===== src/rtl/antirrebote_sync_pkg.sv =====
// Shared constants for the button/switch conditioning path.
//   - DB_ST_*            : 2-bit encodings of the debounce FSM states
//   - state_t            : enum built on those encodings
//   - DB_STABLE_CYCLES_* : stability window for simulation and board builds
//   - DB_STABLE_CYCLES_DEF : window picked by DB_BOARD_BUILD
package antirrebote_sync_pkg;

  localparam logic [1:0] DB_ST_STABLE_LO = 2'b00;
  localparam logic [1:0] DB_ST_WAIT_HI   = 2'b01;
  localparam logic [1:0] DB_ST_STABLE_HI = 2'b10;
  localparam logic [1:0] DB_ST_WAIT_LO   = 2'b11;

  typedef enum logic [1:0] {
    STABLE_LO = DB_ST_STABLE_LO,
    WAIT_HI   = DB_ST_WAIT_HI,
    STABLE_HI = DB_ST_STABLE_HI,
    WAIT_LO   = DB_ST_WAIT_LO
  } state_t;

  // Short window keeps simulations fast; the board needs ~1 ms at 50 MHz.
  localparam int unsigned DB_STABLE_CYCLES_SIM   = 4;
  localparam int unsigned DB_STABLE_CYCLES_BOARD = 50000;
  localparam bit          DB_BOARD_BUILD         = 1'b0;
  localparam int unsigned DB_STABLE_CYCLES_DEF   =
    DB_BOARD_BUILD ? DB_STABLE_CYCLES_BOARD : DB_STABLE_CYCLES_SIM;

endpackage


===== src/rtl/sincronizador_2ff.sv =====
// Two-flop synchroniser for an asynchronous single-bit input.
// Ports:
//   clk   : clock, rising edge
//   rst_n : asynchronous active-low reset, loads INIT into both flops
//   d     : asynchronous input
//   q     : synchronised output (two clk edges of latency)
module sincronizador_2ff #(
  parameter logic INIT = 1'b0
) (
  input  logic clk,
  input  logic rst_n,
  input  logic d,
  output logic q
);

  logic meta;

  always_ff @(posedge clk or negedge rst_n) begin
    if (!rst_n) begin
      meta <= INIT;
      q    <= INIT;
    end else begin
      meta <= d;
      q    <= meta;
    end
  end

endmodule


===== src/rtl/antirrebote_sync.sv =====
// Debouncer for a raw push-button / switch line.
// The line is synchronised with two flops, and a new level is only accepted
// after the synchronised sample has differed from the current debounced
// level long enough for the stability counter to reach STABLE_CYCLES-1.
// Ports:
//   clk     : system clock, rising edge
//   rst_n   : asynchronous active-low reset
//   btn_in  : raw asynchronous input, may bounce or glitch
//   btn_db  : debounced level (registered)
//   db_rise : one-cycle strobe, first cycle of btn_db = 1
//   db_fall : one-cycle strobe, first cycle of btn_db = 0
// Parameters:
//   STABLE_CYCLES : >= 1
//   CNT_W         : must hold STABLE_CYCLES-1
//   INIT_LEVEL    : level loaded by reset (1 for active-low buttons)
module antirrebote_sync
  import antirrebote_sync_pkg::*;
#(
  parameter int unsigned STABLE_CYCLES = DB_STABLE_CYCLES_DEF,
  parameter int unsigned CNT_W         = 16,
  parameter logic        INIT_LEVEL    = 1'b0
) (
  input  logic clk,
  input  logic rst_n,
  input  logic btn_in,
  output logic btn_db,
  output logic db_rise,
  output logic db_fall
);

  localparam logic [CNT_W-1:0] CNT_LAST = CNT_W'(STABLE_CYCLES - 1);
  localparam state_t           ST_INIT  = INIT_LEVEL ? STABLE_HI : STABLE_LO;

  logic             sync2;
  state_t           state, state_n;
  logic [CNT_W-1:0] cnt, cnt_n;
  logic             db_n, rise_n, fall_n;

  sincronizador_2ff #(.INIT(INIT_LEVEL)) u_sync (
    .clk   (clk),
    .rst_n (rst_n),
    .d     (btn_in),
    .q     (sync2)
  );

  always_ff @(posedge clk or negedge rst_n) begin
    if (!rst_n) begin
      state   <= ST_INIT;
      cnt     <= '0;
      btn_db  <= INIT_LEVEL;
      db_rise <= 1'b0;
      db_fall <= 1'b0;
    end else begin
      state   <= state_n;
      cnt     <= cnt_n;
      btn_db  <= db_n;
      db_rise <= rise_n;
      db_fall <= fall_n;
    end
  end

  always_comb begin
    state_n = state;
    cnt_n   = cnt;
    rise_n  = 1'b0;
    fall_n  = 1'b0;
    case (state)
      STABLE_LO: begin
        if (sync2) begin
          state_n = WAIT_HI;
          cnt_n   = '0;
        end
      end
      WAIT_HI: begin
        if (!sync2) begin
          // bounce: drop back without touching the output
          state_n = STABLE_LO;
          cnt_n   = '0;
        end else if (cnt == CNT_LAST) begin
          state_n = STABLE_HI;
          cnt_n   = '0;
          rise_n  = 1'b1;
        end else begin
          cnt_n = cnt + CNT_W'(1);
        end
      end
      STABLE_HI: begin
        if (!sync2) begin
          state_n = WAIT_LO;
          cnt_n   = '0;
        end
      end
      WAIT_LO: begin
        if (sync2) begin
          state_n = STABLE_HI;
          cnt_n   = '0;
        end else if (cnt == CNT_LAST) begin
          state_n = STABLE_LO;
          cnt_n   = '0;
          fall_n  = 1'b1;
        end else begin
          cnt_n = cnt + CNT_W'(1);
        end
      end
      default: begin
        state_n = ST_INIT;
        cnt_n   = '0;
      end
    endcase
    // Output level follows the committed half of the state space, so it
    // holds its old value for the whole WAIT period.
    db_n = (state_n == STABLE_HI) || (state_n == WAIT_LO);
  end

endmodule

===== config.mk =====
export PLATFORM = sky130hd
export DESIGN_NAME = antirrebote_sync
export DESIGN_NICKNAME = d
export VERILOG_FILES = /design/src/rtl/antirrebote_sync_pkg.sv /design/src/rtl/sincronizador_2ff.sv /design/src/rtl/antirrebote_sync.sv
export SDC_FILE = /design/constraint.sdc
export NUM_CORES = 1
export LEC_CHECK = 0
export ABC_AREA = 1
export CORE_ASPECT_RATIO = 0.7
export CORE_MARGIN = 2
export CORE_UTILIZATION = 50
export DETAILED_ROUTE_END_ITERATION = 10
export GPL_ROUTABILITY_DRIVEN = 0
export GPL_TIMING_DRIVEN = 0
export HOLD_SLACK_MARGIN = 0.05
export PLACE_DENSITY = 0.78
export REMOVE_ABC_BUFFERS = 1
export SLEW_MARGIN = 20
export SYNTH_ARGS = -nofsm -noshare
export SYNTH_HDL_FRONTEND = slang
export SYNTH_SLANG_ARGS = --single-unit

===== constraint.sdc =====
create_clock -name clk -period 2.7 [get_ports clk]
set_input_delay 0.27 -clock clk [delete_from_list [all_inputs] [get_ports clk]]
set_output_delay 0.27 -clock clk [all_outputs]
set_load 0.1 [all_outputs]

### Word level (Yosys, flattened, before mapping)

Index checks and enable logic that the tools add are counted.

* add/subtract/negate cells: 1
* equal/unequal tests: 8
* muxes and demuxes: 18
* reduce and logical (&&, ||, !) cells: 3

Operator list (number)
* two-way mux 16 bit: 5
* one-hot mux 16 bit (4 select lines): 1
* adder 16 x 1 -> 16 bit, second input constant: 1
* equality test 16 x 2 -> 1 bit, second input constant: 1
* two-way mux 2 bit: 6
* equality test 2 bit, second input constant: 4
* one-hot mux 2 bit (4 select lines): 1
* two-way mux 1 bit: 5
* equality test 2 x 1 -> 1 bit, second input constant: 1
* zero test 2 bit: 1
* != test 2 x 1 -> 1 bit, second input constant: 1
* != test 2 bit, second input constant: 1
* AND reduction 2 bit: 1
* logical OR 1 bit: 1

* bits in registers: 23
* input port bits: 3
* output and inout bits: 3

### Depth between registers and ports, before layout

Gate-level depths: netlist (run 1).

* depth in word-level cells: 6
* mapped depth: 9

### Hierarchy

Synthesis (run 1) repeated with hierarchy kept, for this count alone.

* cell total of the unflattened synthesis: 170
* area, all modules: 1286.2 um^2

Modules (own cells, without submodules)
* antirrebote_sync: times used 1, cells each 168, area each 1236.2 um^2, sequential area each 525.5 um^2
* sincronizador_2ff: times used 1, cells each 2, area each 50.0 um^2, sequential area each 50.0 um^2

### Worst setup path before layout (run 1)

OpenSTA, ideal clock, no wires.

* path kind: register -> register
* from: register cnt[0]
* to: register cnt[5]
* data arrival time: 1.170 ns
* data required time: 2.572 ns
* path slack: 1.402 ns
* cell stages (with the launch flop): 9
* clock period less this slack: 1.298 ns
* cells stage by stage: dfrtp_1 -> ha_1 -> inv_1 -> nor2_1 -> nand2_1 -> nor2_4 -> nand2_2 -> nand2_2 -> o21ai_0

* word-level cells in the longest chain between the ends: 4

Ends and longest elaborated chain
* start: declaration: RTL line antirrebote_sync.sv:36 `logic [CNT_W-1:0] cnt, cnt_n;`
* start signal: assignment: RTL line antirrebote_sync.sv:55 `cnt <= cnt_n;`
* adder 16 x 1 -> 16 bit / equality test 16 x 2 -> 1 bit (equally long branches)
* two-way mux 16 bit (*): RTL line antirrebote_sync.sv:79, antirrebote_sync.sv:97
* two-way mux 16 bit (on tied branches): RTL line antirrebote_sync.sv:94, antirrebote_sync.sv:75
* one-hot mux 16 bit (4 select lines) (*): RTL line antirrebote_sync.sv:67 `case (state)`

Mark *: on every way between the ends. The rest lies on a longest branch, timed or not.
A chain may end at the register's enable or synchronous reset.

### Worst setup path in the final report (run 1)

* from: register btn_db
* to: output btn_db

RTL lines
* start: declaration: RTL line antirrebote_sync.sv:26 `output logic btn_db,`
* start signal: assignment: RTL line antirrebote_sync.sv:56 `btn_db <= db_n;`

No word-level cell between the ends.

==> results.yml, run 1 <==
grt:
  grt_pass1_vias: 1019
  grt_overflow_total: 0
  grt_usage: 0.209
  grt_max_degree: 24
  grt_antenna_before_repair: 0
  grt_pass1_wl_mm: 4.55
die:
  row_count: 15
  coreArea_um2: 2460
  ios: 6
  die-area_um2: 3020
  die-height_um: 46.6
  die_w_um: 64.9
  start_util: 0.528
synthesis:
  synthCells: 168
  synth_edf_count: 0
  synth_async_sr_flop_share: 1.00
  postSynthAreaPerCell_um2: 7.72
  ys_seq_area_frac: 0.444
  synth.largest_area_cell: "dfrtp_1"
  synth_ff_type: "dfrtp_1"
  synth_warnings: 0
  synth_cell_types: 20
  mappedNetlistArea_um2: 1300
  synth.top_cells.by_area: "dfrtp_1 44%, nand2_1 15%, inv_1 6.1%, nand3_1 5.8%, nor2_1 5.5%"
  yosysTopAreaCellShare: 0.444
  yosysMostFrequentCell: "nand2_1"
  synthTopCellsByCount: "52 x nand2_1, 23 x dfrtp_1, 21 x inv_1, 19 x nor2_1, 15 x nand3_1"
  synth_seq_cells: 23
sta:
  fin_crit_ns: 2.01
  max_slew_margin: 0.340
  finalSetupViolCount: 0
  tightest_slew_ns: 0.986
  timing.final.crit_share: 0.746
  hold_viol: 0
  fin_ws_ns: 0.687
  fin_skew_ns: 0.00396
  fmax_ghz: 0.497
  finalMaxSlewViolations: 0
  rsz0062_at_grt: "false"
  fin_tns_setup_ns: 0
clock_tree:
  path_clk_slew_ns: 0.08
  cts_max_path_buffers: 2
  numCtsBuffers: 3
  insertion_delay_ns: 0.26
  cts_tree: "done"
  cts_root_buffer: "clkbuf_8"
  cts-htree-levels: 1
  clock_sinks: 23
  post_cts_buffers: 0
place:
  place_inst: 206
  place_area_um2: 1380
  io_buffers: 5
  post-place-ws_ns: 0.980
  hpwl_mm: 2.00
routing:
  drcViolationCount: 0
  drt-pass1-iter-count: 4
  wire_per_inst_um: 12.5
  met1_length_mm: 1.28
  detail-route-antenna-nets: 0
  wl_met3_um: 103
  num_vias: 1084
  drtIter0Drc: 107
  vias_per_cell: 5.14
  dr_wl_met2_mm: 1.23
  wl_mm: 2.65
  highest_layer: "met4"
flow_run:
  maxCapViolCount: 0
worst_setup_path:
  cp_top_family: "buffers and inverters"
  reg2reg_depth: 8
  rrSetupSlack_ns: 1.17
  slowest_delay_ns: 1.14
  critPathLaunchType: "register"
  crit_type: "register to primary output"
  crit_required_ns: 2.43
  crit_chain: "clkdlybuf4s50_1"
  cp_max_fo: 1
  cp-end-kind: "primary output"
  path_buf_inv: 1
  reg2reg_from: "cnt[0]$_DFFE_PN0P_"
  cp.arrival_ns: 1.74
  crit_slowest_cell: "clkdlybuf4s50_1"
  r2r-end: "cnt[4]$_DFFE_PN0P_"
finish:
  fillCellCount: 228
  regArea_um2: 576
  finish.net_count: 182
  final_cells: 211
  drive_gt1_frac: 0.102
  multiInputGateArea_um2: 636
  design_area_um2: 1430
  antenna_cells: 0
  area_growth_syn_to_layout_pct: 10.4
hold_path:
  hold_end: "u_sync.q$_DFF_PN0_"
  min_path_type: "register to register"
  whs_path_depth: 0
  hold_start: "u_sync.meta$_DFF_PN0_"
power:
  pwr_density_cell_nw_per_um2: 581
  leakagePower_nw: 0.664
  ir_drop_uv: 338
status:
  outcome: "finished, final reports clean"
cell usage in the layout, fill, tap and decap left out:
cell type        netlist  layout
a21oi_1                1       1
a21oi_4                1       1
buf_2                  0       1
clkbuf_1               0       1
clkbuf_8               0       3
clkdlybuf4s50_1        0       4
dfrtp_1               23      23
dlygate4sd3_1          0       1
ha_1                   1       1
inv_1                 21      21
nand2_1               52      52
nand2_2                6       6
nand3_1               15      15
nand3_4                1       1
nand4_1                2       2
nor2_1                19      19
nor2_4                 5       5
o21ai_0                7       7
o21ai_1                1       1
o21ai_2                1       1
o21bai_1               1       1
o22ai_1                3       3
xnor2_1                4       4
xor2_1                 3       3
layer usage:
layer	GRT usage	up-vias
li1	-	550
met1	0.267	512
met2	0.357	18
met3	0.0513	4
met4	0.0638	0
met5	0	-
timing repair:
item	4_1_cts	5_1_grt
hold endpoints to repair	0	23
resized for setup	0	0
hold buffers	0	1
flip-flops by register name (all words and copies together) (netlist names):
register     flops
cnt             16
db_fall          1
db_rise          1
state            2
btn_db           1
u_sync.meta      1
u_sync.q         1
cell type report:
| cell class | count | area share |
|---|---|---|
| Multi-Input combinational cell | 123 | 0.444 |
| Sequential cell | 23 | 0.402 |
| Inverter | 21 | 0.0550 |
| Timing Repair Buffer | 6 | 0.0384 |
| Clock buffer | 4 | 0.0314 |
| Tap cell | 34 | 0.0297 |
report_power, final:
group | internal (mW) | total, mW | switching (mW)
Clock | 0.105 | 0.212 | 0.107
Sequential | 0.376 | 0.405 | 0.0284
Combinational | 0.0519 | 0.215 | 0.163
Total | 0.533 | 0.832 | 0.298
worst max-delay path by stage:
stage,slack [ns],from,cells after the start,endpoint
after global placement,1.01,btn_db$_DFF_PN0_,1,btn_db
after detailed placement,0.98,btn_db$_DFF_PN0_,1,btn_db
after CTS,0.68,btn_db$_DFF_PN0_,1,btn_db
after floorplan,1.40,cnt[0]$_DFFE_PN0P_,8,cnt[5]$_DFFE_PN0P_
final,0.69,btn_db$_DFF_PN0_,1,btn_db
after global routing,0.65,btn_db$_DFF_PN0_,1,btn_db
metrics by stage:
step | hold WS [ns] | util | total power, mW
after floorplan | -0.0256 | - | 0.558
after global placement | 0.336 | 0.562 | 0.611
after detailed placement | 0.344 | 0.562 | 0.625
after CTS | 0.362 | 0.581 | 0.836
after global routing | 0.376 | 0.583 | 0.880
final | 0.359 | 0.583 | 0.832
cell families (layout without fill, tap and decap cells):
family	count (synthesis)	after routing	synth area share
flip-flops	23	23	0.444
adder cells (fa/ha/maj)	1	1	0.00964
AO/OA/AOI/OAI	15	15	0.0743
buffers and inverters	22	31	0.0665
XOR/XNOR	7	7	0.0473
AND/OR/NAND/NOR	100	100	0.359
No activity file was read; power rests on OpenSTA's default activity.
==> run 2, diff against run 1 <==
--- a/config.mk
+++ b/config.mk
@@ -13,7 +13,7 @@
 export GPL_ROUTABILITY_DRIVEN = 0
 export GPL_TIMING_DRIVEN = 0
 export HOLD_SLACK_MARGIN = 0.05
-export PLACE_DENSITY = 0.78
+export PLACE_DENSITY = 0.81
 export REMOVE_ABC_BUFFERS = 1
 export SLEW_MARGIN = 20
 export SYNTH_ARGS = -nofsm -noshare
==> constraint.sdc (replaced) <==
create_clock -name clk -period 1.8 [get_ports clk]
set_input_delay 0.18 -clock clk [delete_from_list [all_inputs] [get_ports clk]]
set_output_delay 0.18 -clock clk [all_outputs]
set_load 0.1 [all_outputs]
==> run 2 against run 1 <==
Effect of this change:
- cell area fell by 0.26%
- utilization fell by 0.15 points
- routed wire length fell by 3.6%
- critical path type unchanged
- largest power group unchanged
==> results.yml, run 2 (same netlist as run 1, synthesis figures left out) <==
worst_setup_path:
  rrSetupSlack_ns: 0.30
  cp_top_family: "buffers and inverters"
  path_buf_inv: 1
  cp_max_fo: 1
  crit_required_ns: 1.62
  critPathLaunchType: "register"
  crit_chain: "dlygate4sd2_1"
  r2r-end: "cnt[5]$_DFFE_PN0P_"
  crit_slowest_cell: "dlygate4sd2_1"
  reg2reg_depth: 8
  cp-end-kind: "primary output"
  slowest_delay_ns: 0.85
  reg2reg_from: "cnt[0]$_DFFE_PN0P_"
  crit_type: "register to primary output"
  cp.arrival_ns: 1.44
grt:
  grt_pass1_vias: 971
  grt_max_degree: 24
  grt_pass1_wl_mm: 4.38
  grt_overflow_total: 0
  grt_usage: 0.198
  grt_antenna_before_repair: 0
flow_run:
  maxCapViolCount: 0
power:
  ir_drop_uv: 459
  total_power_mw: 1.24
  pwr_density_cell_nw_per_um2: 865
  leakagePower_nw: 0.677
place:
  hpwl_mm: 1.96
  io_buffers: 5
  place_inst: 206
die:
  die_w_um: 64.9
  coreArea_um2: 2460
  row_count: 15
  die-height_um: 46.6
  ios: 6
  die-area_um2: 3020
  start_util: 0.528
routing:
  detail-route-antenna-nets: 0
  wire_per_inst_um: 12.1
  vias_per_cell: 5.05
  drt-pass1-iter-count: 4
  num_vias: 1066
  drcViolationCount: 0
  drtIter0Drc: 85
  wl_mm: 2.55
finish:
  largest_reg_flops: 16
  finish.net_count: 182
  final_common_cell: "nand2_1"
  fillCellCount: 228
  final_cells: 211
  drive_gt1_frac: 0.102
  biggestRegsByFlops: "cnt: 16 flops, state: 2 flops"
  final_cell_mix: "52 x nand2_1, 23 x dfrtp_1, 21 x inv_1, 19 x nor2_1, 15 x nand3_1"
  antenna_cells: 0
  area_growth_syn_to_layout_pct: 10.1
  top_register: "cnt"
clock_tree:
  path_clk_slew_ns: 0.08
  cts_root_buffer: "clkbuf_8"
  cts_tree: "done"
  numCtsBuffers: 3
  cts-htree-levels: 1
  cts_max_path_buffers: 2
  post_cts_buffers: 0
  insertion_delay_ns: 0.26
  clock_sinks: 23
sta:
  timing.final.crit_share: 0.899
  fmax_ghz: 0.618
  fin_tns_setup_ns: 0
  finalSetupViolCount: 0
  hold_viol: 0
  finalMaxSlewViolations: 0
  fin_crit_ns: 1.62
  fin_skew_ns: 0.00355
  tightest_slew_ns: 0.955
  rsz0062_at_grt: "false"
  max_slew_margin: 0.366
hold_path:
  hold_start: "btn_in"
  whs_path_depth: 1
  hold_end: "u_sync.meta$_DFF_PN0_"
  min_path_type: "primary input to register"
status:
  outcome: "finished, final reports clean"
-- run 2: changes by cell type in the layout (fill, tap and decap cells not counted), sizes merged --
| cell | before | now |
|---|---|---|
| dlygate4sd2 | 0 | 3 |
| clkdlybuf4s50 | 4 | 1 |
-- run 2: power by group --
group	internal (mW)	total [mW]	switching [mW]
logic	0.0720	0.311	0.239
registers	0.564	0.606	0.0416
clock network	0.158	0.319	0.161
-- run 2: timing repair --
item                                    in CTS  in global routing
endpoints found under the setup margin       3                  0
hold buffers                                 0                  1
gates resized for setup                      3                  0
hold endpoints to repair                     0                 23
-- run 2: how the worst max path moves through the flow --
stage / depth (start not counted) / from / slack [ns] / endpoint
after floorplan: 8 / cnt[0]$_DFFE_PN0P_ / 0.50 / cnt[5]$_DFFE_PN0P_
after global placement: 1 / btn_db$_DFF_PN0_ / 0.20 / btn_db
after detailed placement: 1 / db_rise$_DFF_PN0_ / 0.18 / db_rise
after CTS: 1 / db_rise$_DFF_PN0_ / 0.16 / db_rise
after global routing: 8 / cnt[0]$_DFFE_PN0P_ / 0.14 / cnt[0]$_DFFE_PN0P_
final: 1 / db_rise$_DFF_PN0_ / 0.18 / db_rise
-- run 2: worst register-to-register path: stages, from the launching register on --
cell and delay (ns):
dfrtp_1 0.42, ha_1 0.20, inv_1 0.06, nor2_1 0.08, nand2_1 0.09, nor2_4 0.18
nand2_2 0.08, nand2_2 0.16, o21ai_0 0.12
-- run 2: metal layers --
layer / global-route usage / share of wire / vias to the layer above
met5: 0 / 0 / -
met1: 0.256 / 0.48 / 498
met3: 0.0709 / 0.056 / 2
li1: - / - / 544
met4: 0.0340 / 0.0031 / 0
met2: 0.328 / 0.46 / 22
-- run 2: cell type report --
class | count | area (um2) | area share
Timing Repair Buffer | 6 | 51.3 | 0.0359
Tap cell | 34 | 42.5 | 0.0298
Sequential cell | 23 | 576 | 0.403
Clock buffer | 4 | 45.0 | 0.0315
Inverter | 21 | 78.8 | 0.0552
Multi-Input combinational cell | 123 | 636 | 0.445
-- run 2: stage by stage --
| stage | worst slack (ns) | utilization | hold slack (ns) | instance area, um2 |
|---|---|---|---|---|
| after global placement | 0.198 | 0.562 | 0.339 | 1380 |
| after global routing | 0.136 | 0.581 | 0.365 | 1430 |
| after CTS | 0.164 | 0.579 | 0.344 | 1420 |
| after detailed placement | 0.185 | 0.562 | 0.348 | 1380 |
| after floorplan | 0.502 | - | -0.116 | 1290 |
| final | 0.182 | 0.581 | 0.352 | 1430 |
==> run 3, diff against run 2 <==
--- a/config.mk
+++ b/config.mk
@@ -13,8 +13,9 @@
 export GPL_ROUTABILITY_DRIVEN = 0
 export GPL_TIMING_DRIVEN = 0
 export HOLD_SLACK_MARGIN = 0.05
-export PLACE_DENSITY = 0.81
+export PLACE_DENSITY = 0.78
 export REMOVE_ABC_BUFFERS = 1
+export SKIP_LAST_GASP = 1
 export SLEW_MARGIN = 20
 export SYNTH_ARGS = -nofsm -noshare
 export SYNTH_HDL_FRONTEND = slang
==> constraint.sdc (replaced) <==
create_clock -name clk -period 1.9 [get_ports clk]
set_input_delay 0.19 -clock clk [delete_from_list [all_inputs] [get_ports clk]]
set_output_delay 0.19 -clock clk [all_outputs]
set_load 0.1 [all_outputs]
==> run 3 against run 2 <==
Effect of this change:
- routed wire length is 3.8% higher
- combinational power is 4% lower
- utilization stayed put
- cell area stayed put
- sequential power is 5.3% lower
- worst setup slack better by 0.065 ns
- largest power group unchanged
- clock-buffer cell count stayed put
- via count is 1.4% higher
==> results.yml, run 3 (same netlist as run 1, synthesis figures left out) <==
clock_tree:
  numCtsBuffers: 3
  post_cts_buffers: 0
  clock_sinks: 23
  cts_tree: "done"
  insertion_delay_ns: 0.26
  cts_root_buffer: "clkbuf_8"
  cts_max_path_buffers: 2
  path_clk_slew_ns: 0.08
  cts-htree-levels: 1
die:
  start_util: 0.528
  row_count: 15
  ios: 6
  die-area_um2: 3020
  coreArea_um2: 2460
  die_w_um: 64.9
  die-height_um: 46.6
worst_setup_path:
  rrSetupSlack_ns: 0.37
  reg2reg_depth: 8
  path_buf_inv: 1
  crit_type: "register to primary output"
  cp-end-kind: "primary output"
  cp_top_family: "buffers and inverters"
  critPathLaunchType: "register"
  crit_chain: "dlygate4sd2_1"
  worstSetupPathDepth: 1
  crit_required_ns: 1.71
  cp_max_fo: 1
  slowest_delay_ns: 0.86
  cp.arrival_ns: 1.46
  r2r-end: "cnt[4]$_DFFE_PN0P_"
  reg2reg_from: "cnt[0]$_DFFE_PN0P_"
  crit_slowest_cell: "dlygate4sd2_1"
sta:
  fin_skew_ns: 0.00406
  max_slew_margin: 0.352
  fin_ws_ns: 0.247
  rsz0062_at_grt: "false"
  fin_tns_setup_ns: 0
  fin_crit_ns: 1.65
  finalSetupViolCount: 0
  finalMaxSlewViolations: 0
  fmax_ghz: 0.605
  timing.final.crit_share: 0.870
  tightest_slew_ns: 0.976
  hold_viol: 0
power:
  leakagePower_nw: 0.677
  ir_drop_uv: 480
  pwr_density_cell_nw_per_um2: 823
grt:
  grt_pass1_vias: 1013
  grt_usage: 0.208
  grt_max_degree: 24
  grt_pass1_wl_mm: 4.53
  grt_overflow_total: 0
  grt_antenna_before_repair: 0
place:
  post-place-ws_ns: 0.260
  place_inst: 206
  place_area_um2: 1380
  hpwl_mm: 2.00
  io_buffers: 5
finish:
  final_common_cell: "nand2_1"
  final_cell_mix: "52 x nand2_1, 23 x dfrtp_1, 21 x inv_1, 19 x nor2_1, 15 x nand3_1"
  final_util: 0.581
  final_cells: 211
  biggestRegsByFlops: "cnt: 16 flops, state: 2 flops"
  top_register: "cnt"
  finish.net_count: 182
  largest_reg_flops: 16
  drive_gt1_frac: 0.102
  antenna_cells: 0
  area_growth_syn_to_layout_pct: 10.1
  design_area_um2: 1430
routing:
  detail-route-antenna-nets: 0
  drt-pass1-iter-count: 4
  num_vias: 1081
  vias_per_cell: 5.12
  wl_mm: 2.65
  wire_per_inst_um: 12.5
  drcViolationCount: 0
  drtIter0Drc: 107
hold_path:
  hold_end: "u_sync.meta$_DFF_PN0_"
  min_path_type: "primary input to register"
  whs_path_depth: 1
  hold_start: "btn_in"
status:
  outcome: "finished, final reports clean"
flow_run:
  maxCapViolCount: 0
-- run 3: layer usage --
metal / up-vias / wire [um] / GRT usage
li1: 550 / - / -
met1: 510 / 1280 / 0.267
met2: 17 / 1230 / 0.355
met3: 4 / 103 / 0.0513
met4: 0 / 29 / 0.0638
met5: - / 0 / 0
-- run 3: worst max-delay path by stage --
| stage | start | endpoint |
|---|---|---|
| floorplan | cnt[0]$_DFFE_PN0P_ | cnt[5]$_DFFE_PN0P_ |
| global placement | btn_db$_DFF_PN0_ | btn_db |
| detailed placement | btn_db$_DFF_PN0_ | btn_db |
| CTS | btn_db$_DFF_PN0_ | btn_db |
| global route | cnt[0]$_DFFE_PN0P_ | cnt[7]$_DFFE_PN0P_ |
| finish | btn_db$_DFF_PN0_ | btn_db |
-- run 3: layout make-up --
cell class	instances	area (um2)
inverters	21	78.8
repair buffers	6	51.3
well taps	34	42.5
fillers	228	1030
flip-flops and latches	23	576
clock buffers	4	45.0
multi-input cells	123	636
-- run 3: power by group --
| group | internal [mW] | switching [mW] |
|---|---|---|
| clock | 0.150 | 0.152 |
| sequential | 0.535 | 0.0398 |
| combinational | 0.0675 | 0.232 |
-- run 3: what timing repair did --
item	in CTS	in global routing
hold buffers	0	1
hold endpoints to repair	0	23
endpoints found under the setup margin	3	0
gates resized for setup	3	0
-- run 3: metrics by stage --
stage / total power [mW] / hold slack (ns)
global route: 1.24 / 0.365
detailed placement: 0.889 / 0.344
global placement: 0.868 / 0.336
finish: 1.18 / 0.357
CTS: 1.18 / 0.354
floorplan: 0.793 / -0.106
